--- src/rtl/incr_pkg.sv ---
// Shared defaults and the result-register state type for the incr_arbiter block.
package incr_pkg;

    localparam int DEF_NREQ = 4;
    localparam int DEF_W    = 4;

    // EMPTY: no result held; FULL: result register holds a valid result.
    typedef enum logic {
        EMPTY = 1'b0,
        FULL  = 1'b1
    } state_t;

endpackage

--- src/rtl/incr_rr_pick.sv ---
// Round-robin picker: one-hot grant on the first valid requester at or after rr_ptr.
module incr_rr_pick #(
    parameter int NREQ = 4,
    parameter int PW   = $clog2(NREQ)
) (
    input  logic [NREQ-1:0] req_valid,
    input  logic [PW-1:0]   rr_ptr,
    input  logic            enable,
    output logic [NREQ-1:0] grant
);

    always_comb begin
        logic [PW:0] idx;
        logic        found;
        grant = '0;
        idx   = '0;
        found = 1'b0;
        for (int k = 0; k < NREQ; k++) begin
            // rr_ptr is always < NREQ, so one subtraction is enough to wrap.
            idx = {1'b0, rr_ptr} + (PW+1)'(k);
            if (idx >= (PW+1)'(NREQ)) begin
                idx = idx - (PW+1)'(NREQ);
            end
            if (enable && !found && req_valid[idx[PW-1:0]]) begin
                grant[idx[PW-1:0]] = 1'b1;
                found              = 1'b1;
            end
        end
    end

endmodule

--- src/rtl/incr_arbiter.sv ---
// Round-robin arbiter sharing one W-bit +1 datapath among NREQ requesters.
// Define INCR_ARBITER_SAT_EN to saturate on an all-ones operand instead of wrapping.
module incr_arbiter
    import incr_pkg::*;
#(
    parameter int NREQ = DEF_NREQ,
    parameter int W    = DEF_W,
    parameter int IW   = $clog2(NREQ)
) (
    input  logic              clk,
    input  logic              rst_n,
    input  logic [NREQ-1:0]   req_valid,
    input  logic [NREQ*W-1:0] req_data,
    output logic [NREQ-1:0]   req_ready,
    output logic              res_valid,
    input  logic              res_ready,
    output logic [W-1:0]      res_data,
    output logic [IW-1:0]     res_id,
    output logic              res_ovf
);

    state_t          state;
    state_t          state_next;
    logic [IW-1:0]   rr_ptr;
    logic            accept_en;
    logic [NREQ-1:0] grant;
    logic            xfer;
    logic [IW-1:0]   gnt_idx;
    logic [W-1:0]    operand;
    logic [W:0]      sum;
    logic [W-1:0]    result;

    // Gated with rst_n so no grant is visible while reset is held.
    assign accept_en = rst_n && ((state == EMPTY) || res_ready);

    incr_rr_pick #(
        .NREQ (NREQ),
        .PW   (IW)
    ) u_pick (
        .req_valid (req_valid),
        .rr_ptr    (rr_ptr),
        .enable    (accept_en),
        .grant     (grant)
    );

    assign xfer = |grant;

    always_comb begin
        gnt_idx = '0;
        operand = '0;
        for (int i = 0; i < NREQ; i++) begin
            if (grant[i]) begin
                gnt_idx = IW'(i);
                operand = req_data[i*W +: W];
            end
        end
    end

    // The single shared incrementer; the carry out flags an all-ones operand.
    assign sum = {1'b0, operand} + (W+1)'(1);
`ifdef INCR_ARBITER_SAT_EN
    assign result = sum[W] ? {W{1'b1}} : sum[W-1:0];
`else
    assign result = sum[W-1:0];
`endif

    always_ff @(posedge clk or negedge rst_n) begin
        if (!rst_n) begin
            state <= EMPTY;
        end else begin
            state <= state_next;
        end
    end

    always_comb begin
        state_next = state;
        case (state)
            EMPTY: if (xfer) state_next = FULL;
            FULL:  if (res_ready) state_next = xfer ? FULL : EMPTY;
            default: state_next = EMPTY;
        endcase
    end

    always_comb begin
        res_valid = (state == FULL);
        req_ready = grant;
    end

    always_ff @(posedge clk or negedge rst_n) begin
        if (!rst_n) begin
            res_data <= '0;
            res_id   <= '0;
            res_ovf  <= 1'b0;
            rr_ptr   <= '0;
        end else if (xfer) begin
            res_data <= result;
            res_id   <= gnt_idx;
            res_ovf  <= sum[W];
            rr_ptr   <= (gnt_idx == IW'(NREQ-1)) ? '0 : gnt_idx + IW'(1);
        end
    end

endmodule

--- config.mk ---
export PLATFORM = sky130hd
export DESIGN_NAME = incr_arbiter
export DESIGN_NICKNAME = d
export VERILOG_FILES = /design/src/rtl/incr_pkg.sv /design/src/rtl/incr_rr_pick.sv /design/src/rtl/incr_arbiter.sv
export SDC_FILE = /design/constraint.sdc
export NUM_CORES = 1
export LEC_CHECK = 0
export BUFFER_PORTS_ARGS = -buffer_cell sky130_fd_sc_hd__buf_2
export CORE_AREA = 2 2 45 47
export CTS_BUF_LIST = sky130_fd_sc_hd__clkbuf_4 sky130_fd_sc_hd__clkbuf_8
export DETAILED_ROUTE_END_ITERATION = 10
export DIE_AREA = 0 0 47 49
export GPL_TIMING_DRIVEN = 0
export PLACE_DENSITY = 0.86
export SYNTH_ARGS = -nofsm -noshare
export SYNTH_HDL_FRONTEND = slang
export SYNTH_HIERARCHICAL = 1
export SYNTH_SLANG_ARGS = --single-unit
--- constraint.sdc ---
create_clock -name clk -period 8 [get_ports clk]
set_input_delay 0 -clock clk [delete_from_list [all_inputs] [get_ports clk]]
set_output_delay 0 -clock clk [all_outputs]
set_load 0.05 [all_outputs]
==> results.json, run 1 <==
{
  "clk_latency_ns": 0.26,
  "finalCritPeriodShare_pct": 47.7,
  "end_kind": "flop",
  "powerDensity_nw_per_um2": 465,
  "place_hpwl_um": 1940,
  "die-height_um": 49,
  "yosys_warnings": 6,
  "worst_slew_pin_slew_ns": 1.06,
  "seq_area_um2": 250,
  "cts_setup_buffers": 0,
  "ant_nets": 0,
  "fin_tns_setup_ns": 0,
  "leakage_nw": 0.558,
  "ys_ff_latch": 10,
  "grt_max_degree": 12,
  "drv_cap": 0,
  "cts_max_level": 1,
  "place.gp.congestion": 0.808,
  "slowest_stage": "o221ai_1",
  "portBuffers": 34,
  "num-fill-cells": 161,
  "cts_tree": "yes",
  "pre_cts_slack_ns": 4.20,
  "syn_to_final_growth_pct": 24.6,
  "nNetsFinal": 170,
  "cts_root_buf": "clkbuf_4",
  "clockBufferDepth": 2,
  "cts.repair.resized": 0,
  "cts_inserted_buffers": 3,
  "cp-start-kind": "flop",
  "multi_input_area_um2": 651,
  "peakVddDrop_v": 0.000221,
  "place_area_um2": 1160,
  "crit_top_cell": "ha_1",
  "layout_common_cells": "buf_2 (34), nand2_1 (11), inv_1 (10), dfrtp_1 (10), ha_1 (8)",
  "drc": 0,
  "worst-path-max-fanout": 10,
  "path_class": "flop to flop",
  "worst_slack_ns": 4.18,
  "firstDrtPassIters": 4,
  "hold_violations": 0,
  "synth_area_um2": 961,
  "rsz0062_at_grt": "false",
  "rrSetupSlack_ns": 4.18,
  "gr-usage-all-layers_pct": 21.6,
  "drtIter0Drc": 14,
  "syn_inst": 99,
  "finalWirelength_um": 2360,
  "dieWidth_um": 47,
  "wl_per_cell_um": 14.4,
  "final_max_slew_viol_count": 0,
  "fin_crit_ns": 3.82,
  "stdcell_count": 164,
  "fin_util_pct": 65.0,
  "fmax_mhz": 262,
  "final_common_cell": "buf_2",
  "ys_seq_area_share_pct": 26.0,
  "start_util_pct": 52.2,
  "vias_per_cell": 5.62,
  "die-area_um2": 2300,
  "diodes": 0,
  "drive_gt1_share_pct": 39.4,
  "finClkSkew_ns": 0.0100,
  "grt_pass1_wl_um": 3720,
  "grt_pass1_vias": 901,
  "row_count": 16,
  "finalSetupViolations": 0,
  "io_pins": 35,
  "synth_cell_types": 35,
  "syn_nets": 130,
  "dr_total_vias": 921,
  "cp.arrival_ns": 3.96,
  "cts_hold_buffers": 1,
  "slew_headroom_pct": 29.1,
  "cts.reportedPaths.clkPinSlew_ns": 0.07,
  "hold_class": "input port to flop",
  "core_um2": 1840,
  "antenna_found_initial": 0,
  "placedCellCount": 160,
  "slowest_delay_ns": 0.82,
  "hold_slack_ns": 0.0228,
  "outcome": "finished, final reports clean",
  "fin_area_um2": 1200,
  "required_ns": 8.14,
  "avgSynthCellArea_um2": 9.71,
  "clock-sinks": 10,
  "gr-total-overflow": 0,
  "p_total_uw": 557,
  "path_cells": "inv_1 -> ha_1 -> mux4_2 -> nand2b_4 -> o221ai_1 -> nor2_2 -> a21oi_1 -> ha_1 -> mux2_2"
}
worst paths after layout:
kind	depth (start not counted)	endpoint	start
worst max-delay path	9	res_data[1]	rr_ptr[0]
worst min-delay path	3	res_valid	res_ready
worst max register to register	9	res_data[1]	rr_ptr[0]
worst min register to register	2	res_id[1]	res_id[1]
max in group asynchronous	2	rr_ptr[1]	rst_n
min in group asynchronous	2	res_ovf	rst_n
cells in the mapped netlist (all sizes together):
cell type / number / area [µm²]
and2b: 1 / 10.0
o22ai: 3 / 18.8
mux2: 3 / 33.8
nand3: 1 / 10.0
nor2: 8 / 32.5
buf: 2 / 22.5
and2: 2 / 12.5
nand3b: 1 / 7.51
nor4: 1 / 21.3
a22oi: 6 / 45.0
nand2b: 3 / 28.8
o21ai: 3 / 15.0
a221oi: 1 / 26.3
and4: 1 / 8.76
o31ai: 1 / 21.3
nor2b: 5 / 31.3
ha: 8 / 100
xnor2: 1 / 8.76
dfrtp: 10 / 250
a21oi: 4 / 23.8
a211oi: 1 / 7.51
a31oi: 2 / 18.8
nor3: 1 / 5.00
mux4: 3 / 67.6
a32o: 2 / 20.0
o221ai: 4 / 35.0
nand2: 11 / 41.3
inv: 10 / 37.5
sequential cells by signal, summed over array words and instances (netlist names):
register,count
res_valid,1
res_data,4
res_ovf,1
res_id,2
rr_ptr,2
routing by layer:
metal | vias to the layer above | share of wire (%) | track usage, %
li1 | 440 | - | -
met1 | 454 | 39 | 23.1
met2 | 23 | 57 | 40.6
met3 | 4 | 3.0 | 3.33
met4 | 0 | 1.1 | 6.02
met5 | - | 0 | 0
cell type report:
cell class / instances / share of cell area [%]
timing repair buffer: 35 / 15.0
clock buffer: 3 / 1.88
tap: 27 / 2.82
inverter: 10 / 3.13
buffer: 2 / 1.88
sequential: 10 / 20.9
multi-input combinational: 77 / 54.3
kinds of logic after synthesis:
| group | count (synthesis) | share of synthesized area [%] |
|---|---|---|
| AOI/OAI and AO/OA | 27 | 24.1 |
| xor gates and xnor gates | 1 | 0.912 |
| adders and majority gates | 8 | 10.4 |
| buffers and inverters | 12 | 6.25 |
| DFF | 10 | 26.0 |
| muxes | 6 | 10.5 |
| and+or+nand+nor | 35 | 21.7 |
power breakdown:
group	total (mW)	internal (mW)	switching, mW	leakage (nW)
Sequential	0.100	0.0766	0.0237	0.122
Clock	0.0344	0.0173	0.0170	0.0138
Combinational	0.422	0.157	0.265	0.422
Total	0.557	0.251	0.306	0.558
critical path, delay by kind of cell (launching register included):
family	cells	cell delay (ns)
buffers and inverters	1	0.17
adder cells (fa/ha/maj)	2	0.67
flip-flops	1	0.57
multiplexers	2	0.81
AO/OA/AOI/OAI	2	1.12
AND/OR/NAND/NOR	2	0.37
No activity file was read; power rests on OpenSTA's default activity.
==> run 2, diff against run 1 <==
--- a/config.mk
+++ b/config.mk
@@ -5,13 +5,14 @@
 export SDC_FILE = /design/constraint.sdc
 export NUM_CORES = 1
 export LEC_CHECK = 0
+export ABC_AREA = 1
 export BUFFER_PORTS_ARGS = -buffer_cell sky130_fd_sc_hd__buf_2
-export CORE_AREA = 2 2 45 47
+export CORE_AREA = 2 2 64 42
 export CTS_BUF_LIST = sky130_fd_sc_hd__clkbuf_4 sky130_fd_sc_hd__clkbuf_8
 export DETAILED_ROUTE_END_ITERATION = 10
-export DIE_AREA = 0 0 47 49
+export DIE_AREA = 0 0 66 44
 export GPL_TIMING_DRIVEN = 0
-export PLACE_DENSITY = 0.86
+export PLACE_DENSITY = 0.76
 export SYNTH_ARGS = -nofsm -noshare
 export SYNTH_HDL_FRONTEND = slang
 export SYNTH_HIERARCHICAL = 1
==> constraint.sdc (replaced) <==
create_clock -name clk -period 3.5 [get_ports clk]
set_input_delay 0 -clock clk [delete_from_list [all_inputs] [get_ports clk]]
set_output_delay 0 -clock clk [all_outputs]
set_load 0.05 [all_outputs]
==> run 2 against run 1 <==
Sequential share of layout area down 1.6 points. Sequential cell count unchanged. Final cell count up 38%. Die area up 26%. Clock skew down 0.0057 ns. Global-route usage down 2.5 points. Register-to-register slack worse by 3.6 ns. Count of clock-buffer cells in the layout up 1. Area after synthesis up 6.4%. Via count up 21%. Highest routed layer unchanged.
==> results.json, run 2 <==
{
  "worst-path-buf-inv": 4,
  "ant_nets": 0,
  "dieWidth_um": 66,
  "synth_flop_cell": "dfrtp_1",
  "cts_root_buf": "clkbuf_8",
  "seq_area_um2": 250,
  "clk_latency_ns": 0.23,
  "multi_input_area_um2": 667,
  "gr-usage-all-layers_pct": 19.1,
  "clockBufferDepth": 2,
  "cts_inserted_buffers": 3,
  "cp.arrival_ns": 3.04,
  "reg_top3": "res_data: 4 flops, res_id: 2 flops, rr_ptr: 2 flops",
  "synthAdderAreaFrac_pct": 9.79,
  "syn_to_final_growth_pct": 26.9,
  "drv_cap": 0,
  "end_kind": "flop",
  "yosys_warnings": 6,
  "diodes": 0,
  "firstDrtPassIters": 4,
  "finClkSkew_ns": 0.00433,
  "portBuffers": 34,
  "synthXorXnorAreaFrac_pct": 0,
  "num-fill-cells": 249,
  "grt_max_degree": 12,
  "syn_nets": 187,
  "cts_tree": "yes",
  "cts_hold_buffers": 1,
  "cts.repair.resized": 0,
  "top_usage_layer": "met2",
  "core_um2": 2350,
  "place_area_um2": 1230,
  "synth_cell_types": 21,
  "grt_pass1_vias": 1023,
  "grt_pass1_wl_um": 4350,
  "antenna_found_initial": 0,
  "vias_per_cell": 4.91,
  "grt_util_met2_pct": 32.7,
  "drtIter0Drc": 66,
  "place.gp.congestion": 0.814,
  "wl_per_cell_um": 11.2,
  "path_class": "flop to flop",
  "fmax_mhz": 343,
  "start_util_pct": 43.6,
  "finalCritPeriodShare_pct": 83.4,
  "cp-start-kind": "flop",
  "clock-sinks": 10,
  "muxShareOfSynthArea_pct": 0,
  "crit_top_cell": "nand2_1",
  "largest_reg_flops": 4,
  "synth_top_area_cell": "dfrtp_1",
  "path_cells": "inv_1 -> ha_1 -> inv_1 -> nand3_2 -> nand2_1 -> inv_2 -> nor2_8 -> nand3_1 -> nand3_1 -> nor2_4 -> nand3_1 -> nand2_1 -> inv_1 -> ha_1 -> nand2_1 -> nand2_1",
  "slowest_stage": "dfrtp_1",
  "final_common_cell": "nand2_1",
  "fin_area_um2": 1300,
  "gr-total-overflow": 0,
  "yosys.area_share.simple_pct": 52.4,
  "final_max_slew_viol_count": 0,
  "synth-compound-area-share_pct": 3.06,
  "slew_headroom_pct": 60.0,
  "layout_common_cells": "nand2_1 (50), buf_2 (34), nand3_1 (32)",
  "cts_setup_buffers": 0,
  "nNetsFinal": 227,
  "synth_top_family_by_area": "simple AND/OR/NAND/NOR gates",
  "worst-path-max-fanout": 8,
  "synthTopCellsByCount": "nand2_1 (50), nand3_1 (32), inv_1 (21)",
  "die-area_um2": 2900,
  "finalSetupViolations": 0,
  "required_ns": 3.62,
  "hold_violations": 0,
  "use_met1_pct": 26.6,
  "fin_tns_setup_ns": 0,
  "hold_class": "input port to flop",
  "worst_slew_pin_slew_ns": 0.594,
  "ys_ff_latch": 10,
  "slowest_delay_ns": 0.51,
  "drive_gt1_share_pct": 28.2,
  "synth_edf_count": 0,
  "cts.reportedPaths.clkPinSlew_ns": 0.05,
  "synth_area_um2": 1020,
  "largest_register": "res_data",
  "row_count": 14,
  "cp_top_family": "simple AND/OR/NAND/NOR gates",
  "yosys.area.top_type_share_pct": 24.5,
  "syn_inst": 156,
  "place_hpwl_um": 2110,
  "synth_most_common_cell": "nand2_1",
  "cts_max_level": 1,
  "drc": 0,
  "io_pins": 35,
  "rsz0062_at_grt": "false",
  "met3_usage_pct": 1.04,
  "ys_seq_area_share_pct": 24.5,
  "dr_total_vias": 1115,
  "fin_crit_ns": 2.92,
  "die-height_um": 44,
  "avgSynthCellArea_um2": 6.55,
  "async_flop_share_pct": 100,
  "finalWirelength_um": 2540,
  "outcome": "finished, final reports clean",
  "ys_top_cells_by_area": "dfrtp_1 (24%), nand2_1 (18%), nand3_1 (16%), ha_1 (9.8%), inv_1 (7.7%)"
}
-- run 2: routing by layer --
metal	part of all wire, %	vias up
met5	0	-
met4	1.1	0
met3	6.1	4
met2	44	44
met1	49	488
li1	-	579
-- run 2: final timing paths --
| kind | from | end | slack [ns] | cells past startpoint |
|---|---|---|---|---|
| worst max register to register | rr_ptr[1] | res_data[1] | 0.58 | 16 |
| max in group asynchronous | rst_n | rr_ptr[0] | 3.14 | 2 |
| min in group asynchronous | rst_n | rr_ptr[1] | 0.16 | 2 |
| worst min register to register | res_id[0] | res_id[0] | 0.47 | 2 |
| worst min-delay path | res_ready | res_valid | 0.02 | 4 |
| worst max-delay path | rr_ptr[1] | res_data[1] | 0.58 | 16 |
-- run 2: area by class of cell --
type / count / area share [%]
multi-input combinational: 120 / 51.4
tap: 32 / 3.09
inverter: 25 / 7.23
clock buffer: 4 / 4.24
sequential: 10 / 19.3
buffer: 1 / 0.868
timing repair buffer: 35 / 13.9
-- run 2: worst reg2reg max path: cells and delay by family (launching register included) --
| family | cells | cell delay [ns] |
|---|---|---|
| and+or+nand+nor | 10 | 1.24 |
| buffers and inverters | 4 | 0.42 |
| DFF | 1 | 0.51 |
| adders and majority gates | 2 | 0.63 |
-- run 2: cells by family after synthesis --
group / Yosys count
AOI/OAI and AO/OA: 5
DFF: 10
buffers and inverters: 26
and+or+nand+nor: 107
adders and majority gates: 8
-- run 2: metrics by stage --
| step | std cells | hold slack (ns) | worst slack [ns] | util, % |
|---|---|---|---|---|
| 2_1_floorplan | 156 | -0.296 | 0.568 | - |
| 3_3_place_gp | 222 | -0.132 | 0.708 | 52.5 |
| 3_5_place_dp | 222 | -0.127 | 0.648 | 52.5 |
| 4_1_cts | 227 | 0.0257 | 0.629 | 55.3 |
| 5_1_grt | 227 | 0.0554 | 0.327 | 55.3 |
| 6_report | 227 | 0.0235 | 0.582 | 55.3 |
Power of run 2 is not shown: default switching activity piles up to over one toggle a cycle in this logic, so the estimate is an artifact.
